File: config.mk
export PLATFORM = sky130hd
export DESIGN_NAME = pc_sequencer_flat
export DESIGN_NICKNAME = d
export VERILOG_FILES = /design/src/rtl/pc_sequencer_if.sv /design/src/rtl/pc_sequencer.sv /design/src/flat_wrapper.sv
export SDC_FILE = /design/constraint.sdc
export NUM_CORES = 1
export LEC_CHECK = 0
export CORE_ASPECT_RATIO = 1.4
export CORE_MARGIN = 2
export CORE_UTILIZATION = 50
export CTS_CLUSTER_SIZE = 40
export DETAILED_ROUTE_END_ITERATION = 12
export PLACE_DENSITY_LB_ADDON = 0.1
export RECOVER_POWER = 25
export REMOVE_ABC_BUFFERS = 1
export SYNTH_ARGS = -nofsm -noshare
export SYNTH_HDL_FRONTEND = slang
export SYNTH_SLANG_ARGS = --single-unit
File: constraint.sdc
create_clock -name clk -period 6.9 [get_ports clk]
set_input_delay 2.07 -clock clk [delete_from_list [all_inputs] [get_ports clk]]
set_output_delay 2.07 -clock clk [all_outputs]
set_load 0.02 [all_outputs]
File: src/rtl/pc_sequencer_if.sv
// Fetch-control bundle between the pipeline front end and pc_sequencer.
// Optional PC_ALIGN_CHECK_EN adds the addr_fault status line.
interface pc_sequencer_if;
   logic        clk_enable;
   logic        stall;
   logic        redirect_valid;
   logic [31:0] redirect_target;
   logic [31:0] pc_out;
   logic        fetch_en;
   logic        delay_slot;
   logic        active;
`ifdef PC_ALIGN_CHECK_EN
   logic        addr_fault;
`endif

`ifdef PC_ALIGN_CHECK_EN
   modport master (
      output clk_enable, stall, redirect_valid, redirect_target,
      input  pc_out, fetch_en, delay_slot, active, addr_fault
   );
   modport slave (
      input  clk_enable, stall, redirect_valid, redirect_target,
      output pc_out, fetch_en, delay_slot, active, addr_fault
   );
`else
   modport master (
      output clk_enable, stall, redirect_valid, redirect_target,
      input  pc_out, fetch_en, delay_slot, active
   );
   modport slave (
      input  clk_enable, stall, redirect_valid, redirect_target,
      output pc_out, fetch_en, delay_slot, active
   );
`endif
endinterface

File: src/rtl/pc_sequencer.sv
// MIPS next-PC controller: +4 stepping, branch delay slot, halt on jump to HALT_ADDR.
// Optional PC_ALIGN_CHECK_EN halts with addr_fault on a misaligned committed target.
module pc_sequencer #(
   parameter logic [31:0] RESET_VECTOR = 32'hBFC00000,
   parameter logic [31:0] HALT_ADDR    = 32'h00000000,
   parameter logic [31:0] PC_STEP      = 32'd4
) (
   input logic           clk,
   input logic           reset,
   pc_sequencer_if.slave bus
);

   localparam logic [1:0] StRun  = 2'd0;
   localparam logic [1:0] StSlot = 2'd1;
   localparam logic [1:0] StHalt = 2'd2;

   logic [1:0]  state_q, state_d;
   logic [31:0] pc_q, pc_d;
   logic [31:0] pending_q, pending_d;
   logic        slot_q, slot_d;
   logic        active_q, active_d;
   logic        adv;
   logic [31:0] pc_inc;
   logic [31:0] target_in;
`ifdef PC_ALIGN_CHECK_EN
   logic        fault_q, fault_d;
`endif

   assign adv    = bus.clk_enable & ~bus.stall & (state_q != StHalt);
   assign pc_inc = pc_q + PC_STEP;

`ifdef PC_ALIGN_CHECK_EN
   assign target_in = bus.redirect_target;
`else
   // Without the checker a misaligned target is silently word-aligned at capture.
   assign target_in = bus.redirect_target & 32'hFFFF_FFFC;
`endif

   always_comb begin
      state_d   = state_q;
      pc_d      = pc_q;
      pending_d = pending_q;
      slot_d    = slot_q;
      active_d  = active_q;
`ifdef PC_ALIGN_CHECK_EN
      fault_d   = fault_q;
`endif
      if (adv) begin
         case (state_q)
            StRun: begin
               pc_d = pc_inc;
               if (bus.redirect_valid) begin
                  pending_d = target_in;
                  slot_d    = 1'b1;
                  state_d   = StSlot;
               end
            end
            StSlot: begin
               // A redirect arriving here would be a branch in a delay slot; it is ignored.
               slot_d = 1'b0;
`ifdef PC_ALIGN_CHECK_EN
               if (pending_q[1:0] != 2'b00) begin
                  state_d  = StHalt;
                  active_d = 1'b0;
                  fault_d  = 1'b1;
               end else begin
                  pc_d = pending_q;
                  if (pending_q == HALT_ADDR) begin
                     state_d  = StHalt;
                     active_d = 1'b0;
                  end else begin
                     state_d = StRun;
                  end
               end
`else
               pc_d = pending_q;
               if (pending_q == HALT_ADDR) begin
                  state_d  = StHalt;
                  active_d = 1'b0;
               end else begin
                  state_d = StRun;
               end
`endif
            end
            default: ;
         endcase
      end
   end

   always_ff @(posedge clk or posedge reset) begin
      if (reset) begin
         state_q   <= StRun;
         pc_q      <= RESET_VECTOR;
         pending_q <= 32'h0;
         slot_q    <= 1'b0;
         active_q  <= 1'b1;
`ifdef PC_ALIGN_CHECK_EN
         fault_q   <= 1'b0;
`endif
      end else begin
         state_q   <= state_d;
         pc_q      <= pc_d;
         pending_q <= pending_d;
         slot_q    <= slot_d;
         active_q  <= active_d;
`ifdef PC_ALIGN_CHECK_EN
         fault_q   <= fault_d;
`endif
      end
   end

   assign bus.pc_out     = pc_q;
   assign bus.delay_slot = slot_q;
   assign bus.active     = active_q;
   assign bus.fetch_en   = (state_q != StHalt) & bus.clk_enable & ~bus.stall;
`ifdef PC_ALIGN_CHECK_EN
   assign bus.addr_fault = fault_q;
`endif

endmodule

File: src/flat_wrapper.sv
// flat-port wrapper written by rule: the top's interface ports become plain ports
module pc_sequencer_flat 
#(
   parameter logic [31:0] RESET_VECTOR = 32'hBFC00000,
   parameter logic [31:0] HALT_ADDR    = 32'h00000000,
   parameter logic [31:0] PC_STEP      = 32'd4
)
  (clk, reset, bus_clk_enable, bus_stall, bus_redirect_valid, bus_redirect_target, bus_pc_out, bus_fetch_en, bus_delay_slot, bus_active);
  pc_sequencer_if bus_i ();
  input logic clk;
  input logic reset;
  input wire logic [$bits(bus_i.clk_enable)-1:0] bus_clk_enable;
  input wire logic [$bits(bus_i.stall)-1:0] bus_stall;
  input wire logic [$bits(bus_i.redirect_valid)-1:0] bus_redirect_valid;
  input wire logic [$bits(bus_i.redirect_target)-1:0] bus_redirect_target;
  output wire logic [$bits(bus_i.pc_out)-1:0] bus_pc_out;
  output wire logic [$bits(bus_i.fetch_en)-1:0] bus_fetch_en;
  output wire logic [$bits(bus_i.delay_slot)-1:0] bus_delay_slot;
  output wire logic [$bits(bus_i.active)-1:0] bus_active;
  assign bus_i.clk_enable = bus_clk_enable;
  assign bus_i.stall = bus_stall;
  assign bus_i.redirect_valid = bus_redirect_valid;
  assign bus_i.redirect_target = bus_redirect_target;
  assign bus_pc_out = bus_i.pc_out;
  assign bus_fetch_en = bus_i.fetch_en;
  assign bus_delay_slot = bus_i.delay_slot;
  assign bus_active = bus_i.active;
  pc_sequencer #(.RESET_VECTOR(RESET_VECTOR), .HALT_ADDR(HALT_ADDR), .PC_STEP(PC_STEP)) u_core (.clk(clk), .reset(reset), .bus(bus_i));
endmodule
# == Yosys cells after proc, flatten, opt, wreduce, memory -nomap -nowiden ==
# Cells that the tools add are included.
# op_classes
n_addsub,1
n_reduce_logical,7
bitwise_logic,5
n_eq_ne,3
muxes,6
# op_table
operator,n
case mux 32 bit (2 select lines),1
"adder 32 x 3 -> 32 bit, second input constant",1
zero test 32 bit,1
AND reduction 3 bit,3
bitwise AND 1 bit,4
2-to-1 mux 2 bit,2
"!= test 2 bit, second input constant",2
case mux 2 bit (2 select lines),1
"equality test 2 x 1 -> 1 bit, second input constant",1
zero test 2 bit,1
case mux 1 bit (2 select lines),1
AND reduction 2 bit,1
nonzero test 2 bit,1
2-to-1 mux 1 bit,1
inverter 1 bit,1
# word_totals
output_inout_bits,35
regBits,66

# == Depth between registers and ports, before layout ==
# depth
depth_word,4
depth_mapped,6

# == Worst setup path after synthesis ==
# No wires, ideal clock.
# synth_timing
kind,input -> output
start,in bus_stall
end,out bus_fetch_en
n_path_buf,0
required_ns,4.830
setup_slack_ns,2.243
arrival_time_ns,2.587
cell_stages,2
path_cell_list,nand2b_1 -> a21oi_1
# synth_via
elab_chain_len,2
# synth_rtl
element,line,text
start: declaration,flat_wrapper.sv:13,input wire logic [$bits(bus_i.stall)-1:0] bus_stall;
inverter 1 bit,pc_sequencer.sv:115,assign bus.fetch_en = (state_q != StHalt) & bus.clk_enable & ~bus.stall;
bitwise AND 1 bit,pc_sequencer.sv:115,
end: declaration,flat_wrapper.sv:17,output wire logic [$bits(bus_i.fetch_en)-1:0] bus_fetch_en;
# Every way passes these cells.

# == Worst setup path after layout ==
# Ends and elaborated chain as after synthesis.

==> impl_metrics.ini <==
[layout]
fin_cells = 460
final_cell_mix = clkdlybuf4s50_1, dfrtp_1, a21oi_1, mux2_2, nand2_1
diodes = 0
nFillCells = 549
nets = 421
design_area_um2 = 4070
drive_gt1_frac = 0.175
seqCellArea_um2 = 1590
multi_input_area_um2 = 1500
area_delta_synth_final_pct = 27.7
final_common_cell = clkdlybuf4s50_1

[placed_design]
gp_congestion = 0.833
io_buffers = 67
dp_worst_setup_slack_ns = 1.38
placed_cell_area_um2 = 3900
placed_cells = 444
dp_hpwl_um = 5800

[clock_tree]
clk_pin_slew_ns = 0.07
cts_buffers = 9
htree_levels = 3
cts_tree = yes
insertion_delay_ns = 0.34
ctsResizeCount = 0
cts.path.max_buffers = 2
ctsHoldBuffers = 0
cts-root-buf = clkbuf_8
clock-sinks = 63
postCtsSetupRepairBufs = 0

[route]
wl_per_cell_um = 18.0
num_vias = 2838
vias_per_cell = 6.17
route.detailed.drc = 0
first_pass_iters = 4
routed_wirelength_um = 8300
postRouteAntennaNets = 0
drtIter0Drc = 344

[critical_path]
crit_type = in -> out
critical_path_arrival_ns = 3.46
cp-end-kind = primary output
cp-start-kind = input port
critPathMaxFanout = 2
required_ns = 4.83

[synth]
synth_area_um2 = 3190
ys_types = 53
async_flop_share = 1.00
synth_ff_type = dfrtp_1
ys_seq_elements = 63
synth.avg_cell_area_um2 = 10.1
synth_edf_count = 0
seq_area_frac_synth = 0.498
syn_inst = 317
yosys_warnings = 0

[min_path]
hold_class = reg -> reg

[floorplan]
die_h_um = 98.5
initial_utilization = 0.513
row_count = 34
dieArea_um2 = 7040
coreArea_um2 = 6210
fp.dieW_um = 71.5
num_io_pins = 72

[sta]
timing.final.ws_setup_ns = 1.37
slew_violations = 64
layout_min_cycle_time_ns = 5.53
max_freq_ghz = 0.181
setup_tns_ns = 0
setup_viol = 0
hold_viol = 0
worst_slew_pin_slew_ns = 3.32
period_share = 0.802
slew_headroom = -1.22
clock-skew-final_ns = 0.0116
rsz0062_at_grt = false

[power]
clockPowerShare = 0.192
p_sw_frac = 0.384
peakVddDrop_mv = 0.202
p_per_area_nw_per_um2 = 375
internal-power_w = 0.000940
switching_power_w = 0.000586
p_leak_nw = 1.59
p_comb_frac = 0.363
seqPwrFrac = 0.445

[grt]
grt_start_max_net_pins = 64
grt_pass1_vias = 2746
grt_pass1_wl_um = 13400
grtUsageTotal = 0.245
antenna_found_initial = 0
grt_overflow = 0

[outcome]
failed_checks = capacitance limit, slew limit
run_status = finished with violations

[flow_run]
drv_cap = 1
[worst paths after layout]
kind                                               start                                 to  slack, ns  depth (start not counted)
max                                            bus_stall                       bus_fetch_en       1.37                          4
min                        u_core.bus.active$_DFFE_PP1P_      u_core.bus.active$_DFFE_PP1P_       0.49                          1
min reg2reg                u_core.bus.active$_DFFE_PP1P_      u_core.bus.active$_DFFE_PP1P_       0.49                          1
max in group asynchronous                          reset  u_core.bus.pc_out[11]$_DFFE_PP0P_       1.58                          3
min in group asynchronous                          reset    u_core.pending_q[3]$_DFFE_PP0P_       3.44                          3
max reg2reg                u_core.state_q[1]$_DFFE_PP0P_   u_core.pending_q[13]$_DFFE_PP0P_       4.08                          5
[metal layers]
layer  vias to the layer above  GRT usage  wire length, um
met5                         -          0                0
met4                         0      0.107              198
met2                        98      0.404             4220
met3                        14     0.0573              494
li1                       1327          -                -
met1                      1399      0.303             3390
[worst max-delay path, cell delays in order]
cell	delay, ns
clkdlybuf4s50_1	0.40
nand2b_1	0.16
a21oi_1	0.19
clkdlybuf4s50_1	0.64
[cell families after synthesis]
| logic type | synth area share |
|---|---|
| buffers and inverters | 0.0326 |
| flip-flops | 0.498 |
| adder cells (fa/ha/maj) | 0.00392 |
| AO/OA/AOI/OAI | 0.153 |
| AND/OR/NAND/NOR | 0.202 |
| other | 0.00118 |
| multiplexers | 0.109 |
[power by group through the flow]
| stage | sequential [W] | combinational [W] | clock [W] |
|---|---|---|---|
| after floorplan | 0.000725 | 0.000241 | 0 |
| after global placement | 0.000680 | 0.000542 | 0 |
| after detailed placement | 0.000683 | 0.000554 | 0 |
| after CTS | 0.000679 | 0.000556 | 0.000297 |
| after global routing | 0.000699 | 0.000603 | 0.000308 |
| final | 0.000680 | 0.000553 | 0.000293 |
[stage by stage]
step                hold WS [ns]  utilization  power (W)
floorplan                  0.467            -   0.000966
global route               0.493        0.656    0.00161
finish                     0.487        0.656    0.00153
global placement           0.473        0.628    0.00122
CTS                        0.488        0.656    0.00153
detailed placement         0.475        0.628    0.00124
[layout make-up]
type | count | area share
Clock buffer | 13 | 0.0390
Multi-Input combinational cell | 234 | 0.369
Timing Repair Buffer | 71 | 0.171
Inverter | 4 | 0.00369
Sequential cell | 63 | 0.390
Tap cell | 72 | 0.0221
Clock inverter | 3 | 0.00492
[cell usage after synthesis, types with 2 or more instances]
cell type / instances / area (um^2)
dfrtp_1: 53 / 1330
a21oi_1: 30 / 150
mux2_2: 30 / 338
nand2_1: 24 / 90.1
nor2_1: 21 / 78.8
nand3_1: 17 / 85.1
o21ai_0: 17 / 85.1
nor4_1: 14 / 87.6
clkbuf_1: 11 / 41.3
nor3_1: 11 / 55.1
dfstp_2: 10 / 263
o22ai_1: 10 / 62.6
nand4_1: 8 / 50.1
and3_1: 5 / 31.3
a21o_1: 3 / 22.5
inv_1: 3 / 11.3
or2_2: 3 / 18.8
a211oi_1: 2 / 15.0
a22oi_1: 2 / 15.0
a311oi_1: 2 / 17.5
a32oi_1: 2 / 17.5
a41oi_1: 2 / 17.5
and4_1: 2 / 17.5
buf_1: 2 / 7.51
buf_4: 2 / 15.0
nand2b_1: 2 / 12.5
o31ai_1: 2 / 15.0
or4_1: 2 / 15.0
[registers in the layout (all words and copies together), names as in the netlist]
register           flops
u_core.state_q         2
u_core.bus.pc_out     30
u_core.pending_q      30
u_core.bus.active      1
Note: power is estimated with default switching activity, not from simulation.
